<file path="config.mk">
export PLATFORM = sky130hd
export DESIGN_NAME = asteroid_game_sequencer
export DESIGN_NICKNAME = d
export VERILOG_FILES = /design/src/rtl/asteroid_game_sequencer.sv
export SDC_FILE = /design/constraint.sdc
export NUM_CORES = 1
export LEC_CHECK = 0
export ABC_AREA = 1
export CORE_MARGIN = 4
export CORE_UTILIZATION = 54
export CTS_CLUSTER_DIAMETER = 120
export DETAILED_ROUTE_END_ITERATION = 10
export PLACE_DENSITY_LB_ADDON = 0.2
export SLEW_MARGIN = 20
export SYNTH_ARGS = -nofsm -noshare
export SYNTH_HDL_FRONTEND = slang
export SYNTH_SLANG_ARGS = --single-unit
</file>
<file path="constraint.sdc">
create_clock -name CLK -period 5.8 [get_ports CLK]
set_input_delay 1.16 -clock CLK [delete_from_list [all_inputs] [get_ports CLK]]
set_output_delay 1.16 -clock CLK [all_outputs]
set_load 0.02 [all_outputs]
</file>
<file path="src/rtl/asteroid_game_sequencer.sv">
// Game-level controller: row-advance timebase, bottom-row collision, score, speed-up; optional high score via ASTEROID_HISCORE_EN.
// Latency: every output is a register updated one CLK edge after the inputs that cause it; RST clears all state asynchronously.
// Backpressure: none; PAUSE freezes the timebase and START is edge-detected internally.
module asteroid_game_sequencer #(
    parameter int TICK_DIV     = 1000,
    parameter int MIN_DIV      = 250,
    parameter int SPEEDUP_STEP = 50,
    parameter int SCORE_W      = 8
) (
    input  logic               CLK,
    input  logic               RST,
    input  logic               START,
    input  logic               PAUSE,
    input  logic [15:0]        PlayerCol,
    input  logic [15:0]        AstRow15,
    output logic [3:0]         ROW,
    output logic               RUNen,
    output logic [SCORE_W-1:0] SCORE,
    output logic               GAMEOVER,
    output logic [SCORE_W-1:0] HISCORE
);

    localparam int TW = $clog2(TICK_DIV + 1);
    localparam logic [TW-1:0] PERIOD_INIT = TW'(TICK_DIV);
    localparam logic [TW-1:0] PERIOD_MIN  = TW'(MIN_DIV);
    localparam logic [TW-1:0] PERIOD_STEP = TW'(SPEEDUP_STEP);

    localparam logic [2:0] ST_IDLE   = 3'd0;
    localparam logic [2:0] ST_RUN    = 3'd1;
    localparam logic [2:0] ST_PAUSED = 3'd2;
    localparam logic [2:0] ST_HIT    = 3'd3;
    localparam logic [2:0] ST_OVER   = 3'd4;

    logic [2:0]         state_q, state_n;
    logic               start_q;
    logic [TW-1:0]      tick_q, tick_n;
    logic [TW-1:0]      period_q, period_n;
    logic [3:0]         row_q, row_n;
    logic [SCORE_W-1:0] score_q, score_n;
    logic               runen_q;
    logic               over_q;

    logic               start_pulse;
    logic               hit;
    logic               row_done;
    logic [TW-1:0]      period_dec;

    assign start_pulse = START & ~start_q;
    assign hit         = |(AstRow15 & PlayerCol);
    assign row_done    = (tick_q == period_q - TW'(1));

    // Compare before subtracting so the period can never underflow below the floor.
    assign period_dec = (32'(period_q) >= 32'(MIN_DIV + SPEEDUP_STEP)) ?
                        (period_q - PERIOD_STEP) : PERIOD_MIN;

    always_comb begin
        state_n  = state_q;
        tick_n   = tick_q;
        period_n = period_q;
        row_n    = row_q;
        score_n  = score_q;
        case (state_q)
            ST_IDLE, ST_OVER: begin
                if (start_pulse) begin
                    state_n  = ST_RUN;
                    tick_n   = '0;
                    period_n = PERIOD_INIT;
                    row_n    = 4'd0;
                    score_n  = '0;
                end
            end
            ST_RUN: begin
                if (hit) begin
                    state_n = ST_HIT;
                end else if (PAUSE) begin
                    state_n = ST_PAUSED;
                end else if (row_done) begin
                    tick_n = '0;
                    row_n  = row_q + 4'd1;
                    if (row_q == 4'd15) begin
                        score_n  = (&score_q) ? score_q : score_q + SCORE_W'(1);
                        period_n = period_dec;
                    end
                end else begin
                    tick_n = tick_q + TW'(1);
                end
            end
            ST_PAUSED: begin
                if (!PAUSE) begin
                    state_n = ST_RUN;
                end
            end
            ST_HIT: begin
                state_n = ST_OVER;
            end
            default: begin
                state_n = ST_IDLE;
            end
        endcase
    end

    always_ff @(posedge CLK or posedge RST) begin
        if (RST) begin
            state_q  <= ST_IDLE;
            start_q  <= 1'b0;
            tick_q   <= '0;
            period_q <= PERIOD_INIT;
            row_q    <= 4'd0;
            score_q  <= '0;
            runen_q  <= 1'b0;
            over_q   <= 1'b0;
        end else begin
            state_q  <= state_n;
            start_q  <= START;
            tick_q   <= tick_n;
            period_q <= period_n;
            row_q    <= row_n;
            score_q  <= score_n;
            runen_q  <= (state_n == ST_RUN);
            over_q   <= (state_n == ST_OVER);
        end
    end

    assign ROW      = row_q;
    assign RUNen    = runen_q;
    assign SCORE    = score_q;
    assign GAMEOVER = over_q;

`ifdef ASTEROID_HISCORE_EN
    logic [SCORE_W-1:0] hiscore_q;

    // Survives restarts; only RST clears the best score.
    always_ff @(posedge CLK or posedge RST) begin
        if (RST) begin
            hiscore_q <= '0;
        end else if (state_q == ST_HIT && score_q > hiscore_q) begin
            hiscore_q <= score_q;
        end
    end

    assign HISCORE = hiscore_q;
`else
    assign HISCORE = '0;
`endif

endmodule
</file>
# Word level (Yosys, flattened, before mapping)

Index checks and enable logic that the tools add are counted.

$add $sub $neg: 5
$lt $le $gt $ge: 1
Equal/unequal tests: 14
Muxes and demuxes: 29
Bitwise logic cells: 3
Reduce and logical (&&, ||, !) cells: 9

Operator list:

| operator                | count |
|---|---|
| $mux W10                | 10 |
| $mux W8                 | 6 |
| $pmux W10 S2            | 2 |
| $and A16 B16 Y16        | 1 |
| $mux W4                 | 4 |
| $pmux W8 S2             | 1 |
| $reduce_or A16 Y1       | 1 |
| $mux W3                 | 4 |
| $ne A2 B2 Y1 const B    | 6 |
| $pmux W3 S4             | 1 |
| $add A10 B1 Y10 const B | 1 |
| $eq A10 B10 Y1          | 1 |
| $ge A10 B9 Y1 const B   | 1 |
| $sub A10 B1 Y10 const B | 1 |
| $sub A10 B6 Y10 const B | 1 |
| $add A8 B1 Y8 const B   | 1 |
| $pmux W4 S2             | 1 |
| $reduce_and A8 Y1       | 1 |
| $reduce_and A7 Y1       | 1 |
| $eq A3 B1 Y1 const B    | 2 |
| $eq A3 B2 Y1 const B    | 2 |
| $eq A3 B3 Y1 const B    | 2 |
| $reduce_and A6 Y1       | 1 |
| $reduce_and A5 Y1       | 1 |
| other kinds (8)         | 8 |

Bits in registers: 38
Bits of input ports: 36
Output and inout bits: 22
Logic and storage cells: 69

# Logic depth before layout (Yosys ltp)

Gate-level depths: netlist of the first run.

Depth after elaboration: 7
Mapped depth: 17
Gate-level depth less buffers: 16

# Worst setup path before layout of the first run

OpenSTA, ideal clock, no wires.

Path type: input to register
From: input port START
To: register period_q[1]
Setup time: 128 ps
Arrival time: 2,244 ps
Data required time: 5,672 ps
Path slack: 3,428 ps
Stages: 10
Buffers on the path: 1
Cells stage by stage: inv_1 -> o21ai_0 -> o21ai_0 -> nor2_1 -> nand2_1 -> inv_2 -> nand2_4 -> nor2_8 -> buf_8 -> o21ai_0

Longest elaborated chain between the ends: 3

Ends and longest elaborated chain:

| item                        | RTL line | source |
|---|---|---|
| start, declared             | 12       | `input logic START,` |
| $and A1 B1 Y1               | 48       | `assign start_pulse = START & ~start_q;` |
| $ne A2 B2 Y1 (no line)      | n/a      |  |
| $reduce_and A6 Y1 (no line) | n/a      |  |
| end signal, assigned        | 116      | `period_q <= period_n;` |
| end, declared               | 37       | `logic [TW-1:0] period_q, period_n;` |

No other way between the ends.
A chain may end at the register's enable or synchronous reset.

# Worst setup path after layout of the first run

From: input port START
To: register score_q[2] (netlist: SCORE[2])

Longest elaborated chain between the ends: 3

Ends and longest elaborated chain:

| item                        | RTL line | source |
|---|---|---|
| $and A1 B1 Y1               | 48       |  |
| $ne A2 B2 Y1 (no line)      | n/a      |  |
| $reduce_and A7 Y1 (no line) | n/a      |  |
| end signal, assigned        | 118      | `score_q <= score_n;` |
| end, declared               | 39       | `logic [SCORE_W-1:0] score_q, score_n;` |

No other way between the ends.

==> impl_metrics.prom, run 1 <==
# TYPE chip_impl_metric gauge
chip_impl_metric{name="holdBufCountCts",unit=""} 0
chip_impl_metric{name="netlist_instances",unit=""} 357
chip_impl_metric{name="clk_pin_slew",unit="ns"} 0.07
chip_impl_metric{name="worst_ep_required_time",unit="ns"} 5.98
chip_impl_metric{name="drc_errors",unit=""} 0
chip_impl_metric{name="die_y",unit="um"} 75.7
chip_impl_metric{name="cts_setup_buffers",unit=""} 0
chip_impl_metric{name="cp_data_arrival_time",unit="ns"} 3.19
chip_impl_metric{name="timing.setup.tns",unit="ns"} 0
chip_impl_metric{name="track_usage",unit=""} 0.214
chip_impl_metric{name="swShare",unit=""} 0.475
chip_impl_info{name="rsz0062_at_grt",value="false"} 1
chip_impl_metric{name="synth.yosys.warnings",unit=""} 0
chip_impl_metric{name="drt_iter0_markers",unit=""} 89
chip_impl_metric{name="maxSlewViolCount",unit=""} 0
chip_impl_metric{name="worst_path_largest_cell_delay",unit="ns"} 0.48
chip_impl_metric{name="final_worst_path_period_share",unit=""} 0.520
chip_impl_metric{name="drv_cap",unit=""} 0
chip_impl_metric{name="postSynth.asyncResetShare",unit=""} 1.00
chip_impl_metric{name="post-layout-total-power",unit="mW"} 1.23
chip_impl_metric{name="global_route.overflow_total",unit=""} 0
chip_impl_metric{name="gp_routability_congestion",unit=""} 0.838
chip_impl_info{name="critical_path.cell_chain",value="clkdlybuf4s50_1 > inv_1 > o21ai_0 > o21ai_0 > nor2_1 > nand2_1 > inv_2 > nand4_1 > nand2_1 > nand2_1"} 1
chip_impl_info{name="top_library_cells_by_usage_in_the_layout_fill_and_taps_aside",value="117 x sky130_fd_sc_hd__nand2_1, 49 x sky130_fd_sc_hd__clkdlybuf4s50_1, 45 x sky130_fd_sc_hd__nor2_1"} 1
chip_impl_metric{name="crit_fanout",unit=""} 12
chip_impl_metric{name="synth_sequential_area_ratio",unit=""} 0.377
chip_impl_info{name="type_of_the_setup_path_with_the_least_slack",value="primary input to register"} 1
chip_impl_metric{name="gr-usage-met1",unit=""} 0.284
chip_impl_metric{name="reg2reg_slack",unit="ns"} 3.18
chip_impl_info{name="top_usage_layer",value="met2"} 1
chip_impl_metric{name="switching_power_summed_over_all_nets",unit="uW"} 583
chip_impl_metric{name="cts.path.max_buffers",unit=""} 2
chip_impl_metric{name="p_per_cell_area",unit="nW/um2"} 404
chip_impl_metric{name="setup_viol_count_final",unit=""} 0
chip_impl_info{name="critical_path.endpoint",value="SCORE[2]"} 1
chip_impl_metric{name="drt_wl_total",unit="um"} 5690
chip_impl_metric{name="grt_first_pass_wirelength",unit="um"} 9490
chip_impl_metric{name="io_buffers",unit=""} 49
chip_impl_metric{name="synth_enable_flop_cells",unit=""} 0
chip_impl_metric{name="timing.final.hold_violations",unit=""} 0
chip_impl_metric{name="clkLatencyLatePin",unit="ns"} 0.29
chip_impl_metric{name="clock_sinks",unit=""} 37
chip_impl_metric{name="design.core.area",unit="um2"} 4380
chip_impl_metric{name="fraction_of_layout_cells_with_a_size_suffix_above_1",unit=""} 0.0565
chip_impl_metric{name="cts_resized",unit=""} 0
chip_impl_metric{name="via_count",unit=""} 2373
chip_impl_metric{name="die-area",unit="um2"} 5730
chip_impl_metric{name="grt_pass1_vias",unit=""} 2188
chip_impl_metric{name="grt.met2_usage",unit=""} 0.364
chip_impl_metric{name="floorplan.die.width",unit="um"} 75.7
chip_impl_info{name="most_common_library_cell_in_the_layout_ignoring_fill_and_taps",value="sky130_fd_sc_hd__nand2_1"} 1
chip_impl_info{name="outcome",value="completed"} 1
chip_impl_metric{name="clock_skew",unit="ns"} 0.00514
chip_impl_metric{name="ys_types",unit=""} 33
chip_impl_metric{name="routedWlPerCell",unit="um"} 12.4
chip_impl_metric{name="power.share.sequential",unit=""} 0.322
chip_impl_metric{name="detailedRoute.firstPassIterationCount",unit=""} 5
chip_impl_metric{name="post_dr_vias_cell",unit=""} 5.17
chip_impl_metric{name="worst-path-buf-inv",unit=""} 3
chip_impl_metric{name="cts-buffers-inserted",unit=""} 5
chip_impl_metric{name="max_clock_freq",unit="GHz"} 0.332
chip_impl_info{name="worst_path_dominant_cell_family",value="simple AND/OR/NAND/NOR gates"} 1
chip_impl_metric{name="nets",unit=""} 447
chip_impl_metric{name="path_depth",unit=""} 10
chip_impl_metric{name="antenna_left",unit=""} 0
chip_impl_metric{name="reg2reg_depth",unit=""} 10
chip_impl_info{name="worst_hold_path_type",value="register to register"} 1
chip_impl_metric{name="insertedDiodeCount",unit=""} 0
chip_impl_info{name="dominant_cell_type_by_count_on_the_critical_path",value="sky130_fd_sc_hd__nand2_1"} 1
chip_impl_metric{name="worst_ir_drop_vdd",unit="mV"} 0.256
chip_impl_info{name="clock_tree_root_driver_cell",value="sky130_fd_sc_hd__clkbuf_8"} 1
chip_impl_metric{name="count_of_h_tree_levels_built_during_cts",unit=""} 2
chip_impl_metric{name="dpl.hpwl",unit="um"} 4280
chip_impl_metric{name="fin_crit",unit="ns"} 3.01
chip_impl_metric{name="power.share.combinational",unit=""} 0.530
chip_impl_metric{name="pin_count_of_the_biggest_net_entering_global_routing",unit=""} 38
chip_impl_info{name="crit-reg2reg-capture",value="SCORE[2]"} 1
chip_impl_metric{name="tightest_slew",unit="ns"} 0.581
chip_impl_metric{name="layout-area-overhead-vs-synth",unit="%"} 22.9
chip_impl_metric{name="synth-seq-cells",unit=""} 37
chip_impl_info{name="clock_tree_from_tritoncts",value="built"} 1
chip_impl_metric{name="num_rows",unit=""} 24
chip_impl_info{name="synth-main-ff-cell",value="sky130_fd_sc_hd__dfrtp_1"} 1
chip_impl_metric{name="syn_area",unit="um2"} 2480
chip_impl_metric{name="power_report.internal_total",unit="uW"} 645
chip_impl_info{name="regToRegStartpoint",value="state_q[1]"} 1
chip_impl_info{name="crit_path_top_delay_cell",value="sky130_fd_sc_hd__clkdlybuf4s50_1"} 1
chip_impl_info{name="setup.worst_path.end_class",value="register"} 1
chip_impl_metric{name="grt_antenna_before_repair",unit=""} 0
chip_impl_metric{name="grt_use_met3",unit=""} 0.0343
chip_impl_metric{name="clkPwrFrac",unit=""} 0.148
chip_impl_metric{name="synthesis.area_per_instance",unit="um2"} 6.94
chip_impl_info{name="crit_start",value="START"} 1
chip_impl_metric{name="timing.slew.headroom",unit=""} 0.610
chip_impl_metric{name="total_leakage_power",unit="nW"} 1.45
chip_impl_metric{name="total_i_o_pin_count",unit=""} 58
chip_impl_metric{name="initial_core_util",unit=""} 0.565
chip_impl_info{name="cp-start-kind",value="primary input"} 1
synth_stat cells, types with 2 or more instances:
library cell | instances | area [um2]
sky130_fd_sc_hd__nand2_1 | 117 | 439
sky130_fd_sc_hd__nor2_1 | 45 | 169
sky130_fd_sc_hd__inv_1 | 35 | 131
sky130_fd_sc_hd__dfrtp_1 | 31 | 776
sky130_fd_sc_hd__o21ai_0 | 22 | 110
sky130_fd_sc_hd__nand3_1 | 21 | 105
sky130_fd_sc_hd__nand4_1 | 13 | 81.3
sky130_fd_sc_hd__buf_4 | 10 | 75.1
sky130_fd_sc_hd__xor2_1 | 8 | 70.1
sky130_fd_sc_hd__nor3_1 | 7 | 35.0
sky130_fd_sc_hd__a21oi_1 | 6 | 30.0
sky130_fd_sc_hd__dfstp_2 | 6 | 158
sky130_fd_sc_hd__ha_1 | 4 | 50.1
sky130_fd_sc_hd__a31oi_1 | 3 | 18.8
sky130_fd_sc_hd__inv_2 | 3 | 11.3
sky130_fd_sc_hd__nor3b_1 | 3 | 22.5
sky130_fd_sc_hd__o21ai_1 | 3 | 15.0
sky130_fd_sc_hd__and3_1 | 2 | 12.5
sky130_fd_sc_hd__clkbuf_1 | 2 | 7.51
sky130_fd_sc_hd__nand2_4 | 2 | 22.5
sky130_fd_sc_hd__xnor2_1 | 2 | 17.5
sequential cells by signal, summed over array words and instances, names as in the netlist:
name and cells:
SCORE 8, ROW 4, start_q 1, RUNen 1
tick_q 10, state_q 3, period_q 9, GAMEOVER 1
area by class of cell:
type                            count  area (um2)
Inverter                           38         143
Multi-Input combinational cell    275        1320
Timing Repair Buffer               50         498
Clock buffer                        7        86.3
Tap cell                           52        65.1
Fill cell                         366        1340
Sequential cell                    37         933
tightest hold or removal path: cells and delay by family, from the launching register on:
family	cells	cell delay, ns
DFF	1	0.38
and+or+nand+nor	2	0.12
cells by family after synthesis:
| kind of cell | count (synthesis) | share of synthesized area |
|---|---|---|
| xor+xnor | 10 | 0.0354 |
| other cells | 1 | 0.00151 |
| fa+ha+maj | 4 | 0.0202 |
| buf+inv | 52 | 0.102 |
| compound gates | 39 | 0.0889 |
| flops | 37 | 0.377 |
| simple gates | 214 | 0.375 |
how the worst min path moves through the flow:
stage / startpoint / end / slack (ns) / cells after the start
floorplan: period_q[9] / period_q[9] / 0.50 / 2
global placement: SCORE[3] / SCORE[3] / 0.52 / 2
detailed placement: SCORE[3] / SCORE[3] / 0.52 / 2
CTS: SCORE[3] / SCORE[3] / 0.54 / 2
global route: SCORE[4] / SCORE[4] / 0.58 / 2
finish: SCORE[3] / SCORE[3] / 0.53 / 2
power groups by stage:
stage | clock [mW] | sequential [mW] | combinational, mW
floorplan | 0 | 0.394 | 0.523
global placement | 0 | 0.398 | 0.635
detailed placement | 0 | 0.399 | 0.652
CTS | 0.184 | 0.395 | 0.655
global route | 0.192 | 0.406 | 0.744
finish | 0.182 | 0.396 | 0.651
stage by stage:
step	area, um2	util	setup WS [ns]	instances	hold slack [ns]
floorplan	2500	-	3.43	364	0.498
global placement	2960	0.674	2.62	452	0.523
detailed placement	2960	0.674	2.50	452	0.516
CTS	3040	0.694	2.80	459	0.536
global route	3040	0.694	2.53	459	0.577
finish	3040	0.694	2.79	459	0.534
layer usage:
metal | share of wire | up-vias
met2 | 0.50 | 47
met4 | 0.0056 | 0
met3 | 0.040 | 6
li1 | - | 1229
met5 | 0 | -
met1 | 0.46 | 1091
Power figures use the tool's default switching activity.
==> inputs of run 2 (changes only) <==
CORE_UTILIZATION = 45   (was 54)
clock period = 2.5 ns   (was 5.8 ns; I/O delays follow)
==> run 2 against run 1 <==
Die area rose by 18%. Largest power group unchanged. Highest routed layer unchanged. Hold slack improved by 0.016 ns. Largest cell class unchanged. Sequential cell count did not move.
==> impl_metrics.prom, run 2 (synthesized netlist as in run 1, its figures left out) <==
# TYPE chip_impl_metric gauge
chip_impl_metric{name="drv_cap",unit=""} 0
chip_impl_metric{name="pin_count_of_the_biggest_net_entering_global_routing",unit=""} 38
chip_impl_metric{name="cts_setup_buffers",unit=""} 0
chip_impl_metric{name="dpl.hpwl",unit="um"} 4550
chip_impl_metric{name="clock_sinks",unit=""} 37
chip_impl_metric{name="largest_reg_flops",unit=""} 10
chip_impl_metric{name="antenna_left",unit=""} 0
chip_impl_metric{name="clock_skew",unit="ns"} 0.0106
chip_impl_metric{name="wl_met2",unit="um"} 2790
chip_impl_metric{name="total_leakage_power",unit="nW"} 1.50
chip_impl_metric{name="worst_ep_required_time",unit="ns"} 2.66
chip_impl_info{name="cp-start-kind",value="register"} 1
chip_impl_metric{name="timing.setup.tns",unit="ns"} 0
chip_impl_metric{name="initial_core_util",unit=""} 0.476
chip_impl_info{name="rsz0062_at_grt",value="false"} 1
chip_impl_metric{name="grt_first_pass_wirelength",unit="um"} 10300
chip_impl_info{name="regMostFlops",value="tick_q"} 1
chip_impl_metric{name="maxSlewViolCount",unit=""} 0
chip_impl_metric{name="count_of_h_tree_levels_built_during_cts",unit=""} 2
chip_impl_metric{name="gp_routability_congestion",unit=""} 0.864
chip_impl_metric{name="cts_resized",unit=""} 0
chip_impl_info{name="clock_tree_from_tritoncts",value="built"} 1
chip_impl_metric{name="post-layout-total-power",unit="mW"} 3.01
chip_impl_info{name="worst_hold_path_type",value="register to register"} 1
chip_impl_metric{name="cts-buffers-inserted",unit=""} 5
chip_impl_metric{name="tightest_slew",unit="ns"} 0.610
chip_impl_metric{name="met3WireLength",unit="um"} 336
chip_impl_metric{name="routedWlPerCell",unit="um"} 11.9
chip_impl_metric{name="nets",unit=""} 457
chip_impl_metric{name="setup_viol_count_final",unit=""} 0
chip_impl_metric{name="die_y",unit="um"} 82.2
chip_impl_metric{name="final_worst_path_period_share",unit=""} 0.867
chip_impl_metric{name="drc_errors",unit=""} 0
chip_impl_info{name="clock_tree_root_driver_cell",value="sky130_fd_sc_hd__clkbuf_8"} 1
chip_impl_metric{name="fraction_of_layout_cells_with_a_size_suffix_above_1",unit=""} 0.0837
chip_impl_metric{name="max_clock_freq",unit="GHz"} 0.461
chip_impl_info{name="type_of_the_setup_path_with_the_least_slack",value="register to register"} 1
chip_impl_metric{name="wire_length_on_met1",unit="um"} 2600
chip_impl_metric{name="cts.path.max_buffers",unit=""} 2
chip_impl_metric{name="clkLatencyLatePin",unit="ns"} 0.29
chip_impl_metric{name="total_i_o_pin_count",unit=""} 58
chip_impl_metric{name="floorplan.die.width",unit="um"} 82.2
chip_impl_metric{name="layout-area-overhead-vs-synth",unit="%"} 27.2
chip_impl_metric{name="detailedRoute.firstPassIterationCount",unit=""} 4
chip_impl_metric{name="crit_fanout",unit=""} 19
chip_impl_metric{name="cp_data_arrival_time",unit="ns"} 2.32
chip_impl_metric{name="via_count",unit=""} 2401
chip_impl_metric{name="drt_iter0_markers",unit=""} 99
chip_impl_info{name="most_common_library_cell_in_the_layout_ignoring_fill_and_taps",value="sky130_fd_sc_hd__nand2_1"} 1
chip_impl_metric{name="placedInstanceArea",unit="um2"} 3050
chip_impl_metric{name="insertedDiodeCount",unit=""} 0
chip_impl_metric{name="fin_area",unit="um2"} 3150
chip_impl_metric{name="post_dr_vias_cell",unit=""} 4.92
chip_impl_metric{name="clk_pin_slew",unit="ns"} 0.08
chip_impl_metric{name="timing.slew.headroom",unit=""} 0.591
chip_impl_info{name="highest_layer",value="met4"} 1
chip_impl_info{name="top_library_cells_by_usage_in_the_layout_fill_and_taps_aside",value="117 x sky130_fd_sc_hd__nand2_1, 49 x sky130_fd_sc_hd__clkdlybuf4s50_1, 45 x sky130_fd_sc_hd__nor2_1"} 1
chip_impl_metric{name="grt_pass1_vias",unit=""} 2357
chip_impl_info{name="setup.worst_path.end_class",value="register"} 1
chip_impl_metric{name="num_rows",unit=""} 26
chip_impl_metric{name="holdBufCountCts",unit=""} 0
chip_impl_metric{name="track_usage",unit=""} 0.193
chip_impl_metric{name="grt_antenna_before_repair",unit=""} 0
chip_impl_metric{name="io_buffers",unit=""} 49
chip_impl_metric{name="p_per_cell_area",unit="nW/um2"} 956
chip_impl_metric{name="fin_crit",unit="ns"} 2.17
chip_impl_metric{name="global_route.overflow_total",unit=""} 0
chip_impl_metric{name="worst_ir_drop_vdd",unit="mV"} 0.416
chip_impl_info{name="outcome",value="completed"} 1
chip_impl_metric{name="hold-worst-slack",unit="ns"} 0.550
chip_impl_metric{name="design.core.area",unit="um2"} 5200
chip_impl_metric{name="timing.final.hold_violations",unit=""} 0
chip_impl_metric{name="fin_util",unit=""} 0.605
chip_impl_metric{name="drt_wl_total",unit="um"} 5790
chip_impl_metric{name="die-area",unit="um2"} 6750
-- run 2: worst paths after layout --
check | endpoint | start | slack [ns] | depth (start not counted)
max | period_q[2] | period_q[2] | 0.33 | 13
min | SCORE[3] | SCORE[3] | 0.55 | 2
max reg2reg | period_q[2] | period_q[2] | 0.33 | 13
min reg2reg | SCORE[3] | SCORE[3] | 0.55 | 2
max in group asynchronous | period_q[5] | RST | 1.53 | 3
min in group asynchronous | tick_q[7] | RST | 0.62 | 3
-- run 2: critical path: stages (launching register included) --
cell and delay (ns):
sky130_fd_sc_hd__dfrtp_1 0.40, sky130_fd_sc_hd__inv_1 0.09, sky130_fd_sc_hd__ha_1 0.25, sky130_fd_sc_hd__nand2_1 0.14, sky130_fd_sc_hd__nor2_1 0.16, sky130_fd_sc_hd__nand3_1 0.08, sky130_fd_sc_hd__nand2_1 0.07, sky130_fd_sc_hd__nand2_1 0.05
sky130_fd_sc_hd__nor2_1 0.10, sky130_fd_sc_hd__nand3_2 0.14, sky130_fd_sc_hd__nand2_4 0.11, sky130_fd_sc_hd__nand2_4 0.10, sky130_fd_sc_hd__nor2_8 0.22, sky130_fd_sc_hd__o21ai_0 0.12
-- run 2: area by class of cell --
class	instances	area, um2
clock buffer	6	82.6
timing repair buffer	60	573
sequential	37	933
tap	70	87.6
fill	478	2050
inverter	38	143
multi-input combinational	275	1320
clock inverter	2	13.8
-- run 2: per-layer routing --
layer | vias up | track usage
met5 | - | 0
met4 | 0 | 0.0631
met3 | 7 | 0.0445
met2 | 61 | 0.328
met1 | 1084 | 0.242
li1 | 1249 | -
-- run 2: where the power goes --
part	switching (mW)	internal (mW)	leakage [nW]
sequential	0.138	0.780	0.482
clock	0.216	0.223	0.0512
combinational	1.04	0.611	0.969
total	1.40	1.61	1.50
-- run 2: per-stage QoR --
stage	cells	worst slack, ns
floorplan	364	0.520
global placement	480	0.249
detailed placement	480	0.137
CTS	488	0.320
global route	488	0.0397
finish	488	0.332
==> inputs of run 3 (changes only) <==
CAP_MARGIN = 20   (was default)
==> results of run 3 <==
The final DEF is identical to that of run 2; final timing and power are the same.
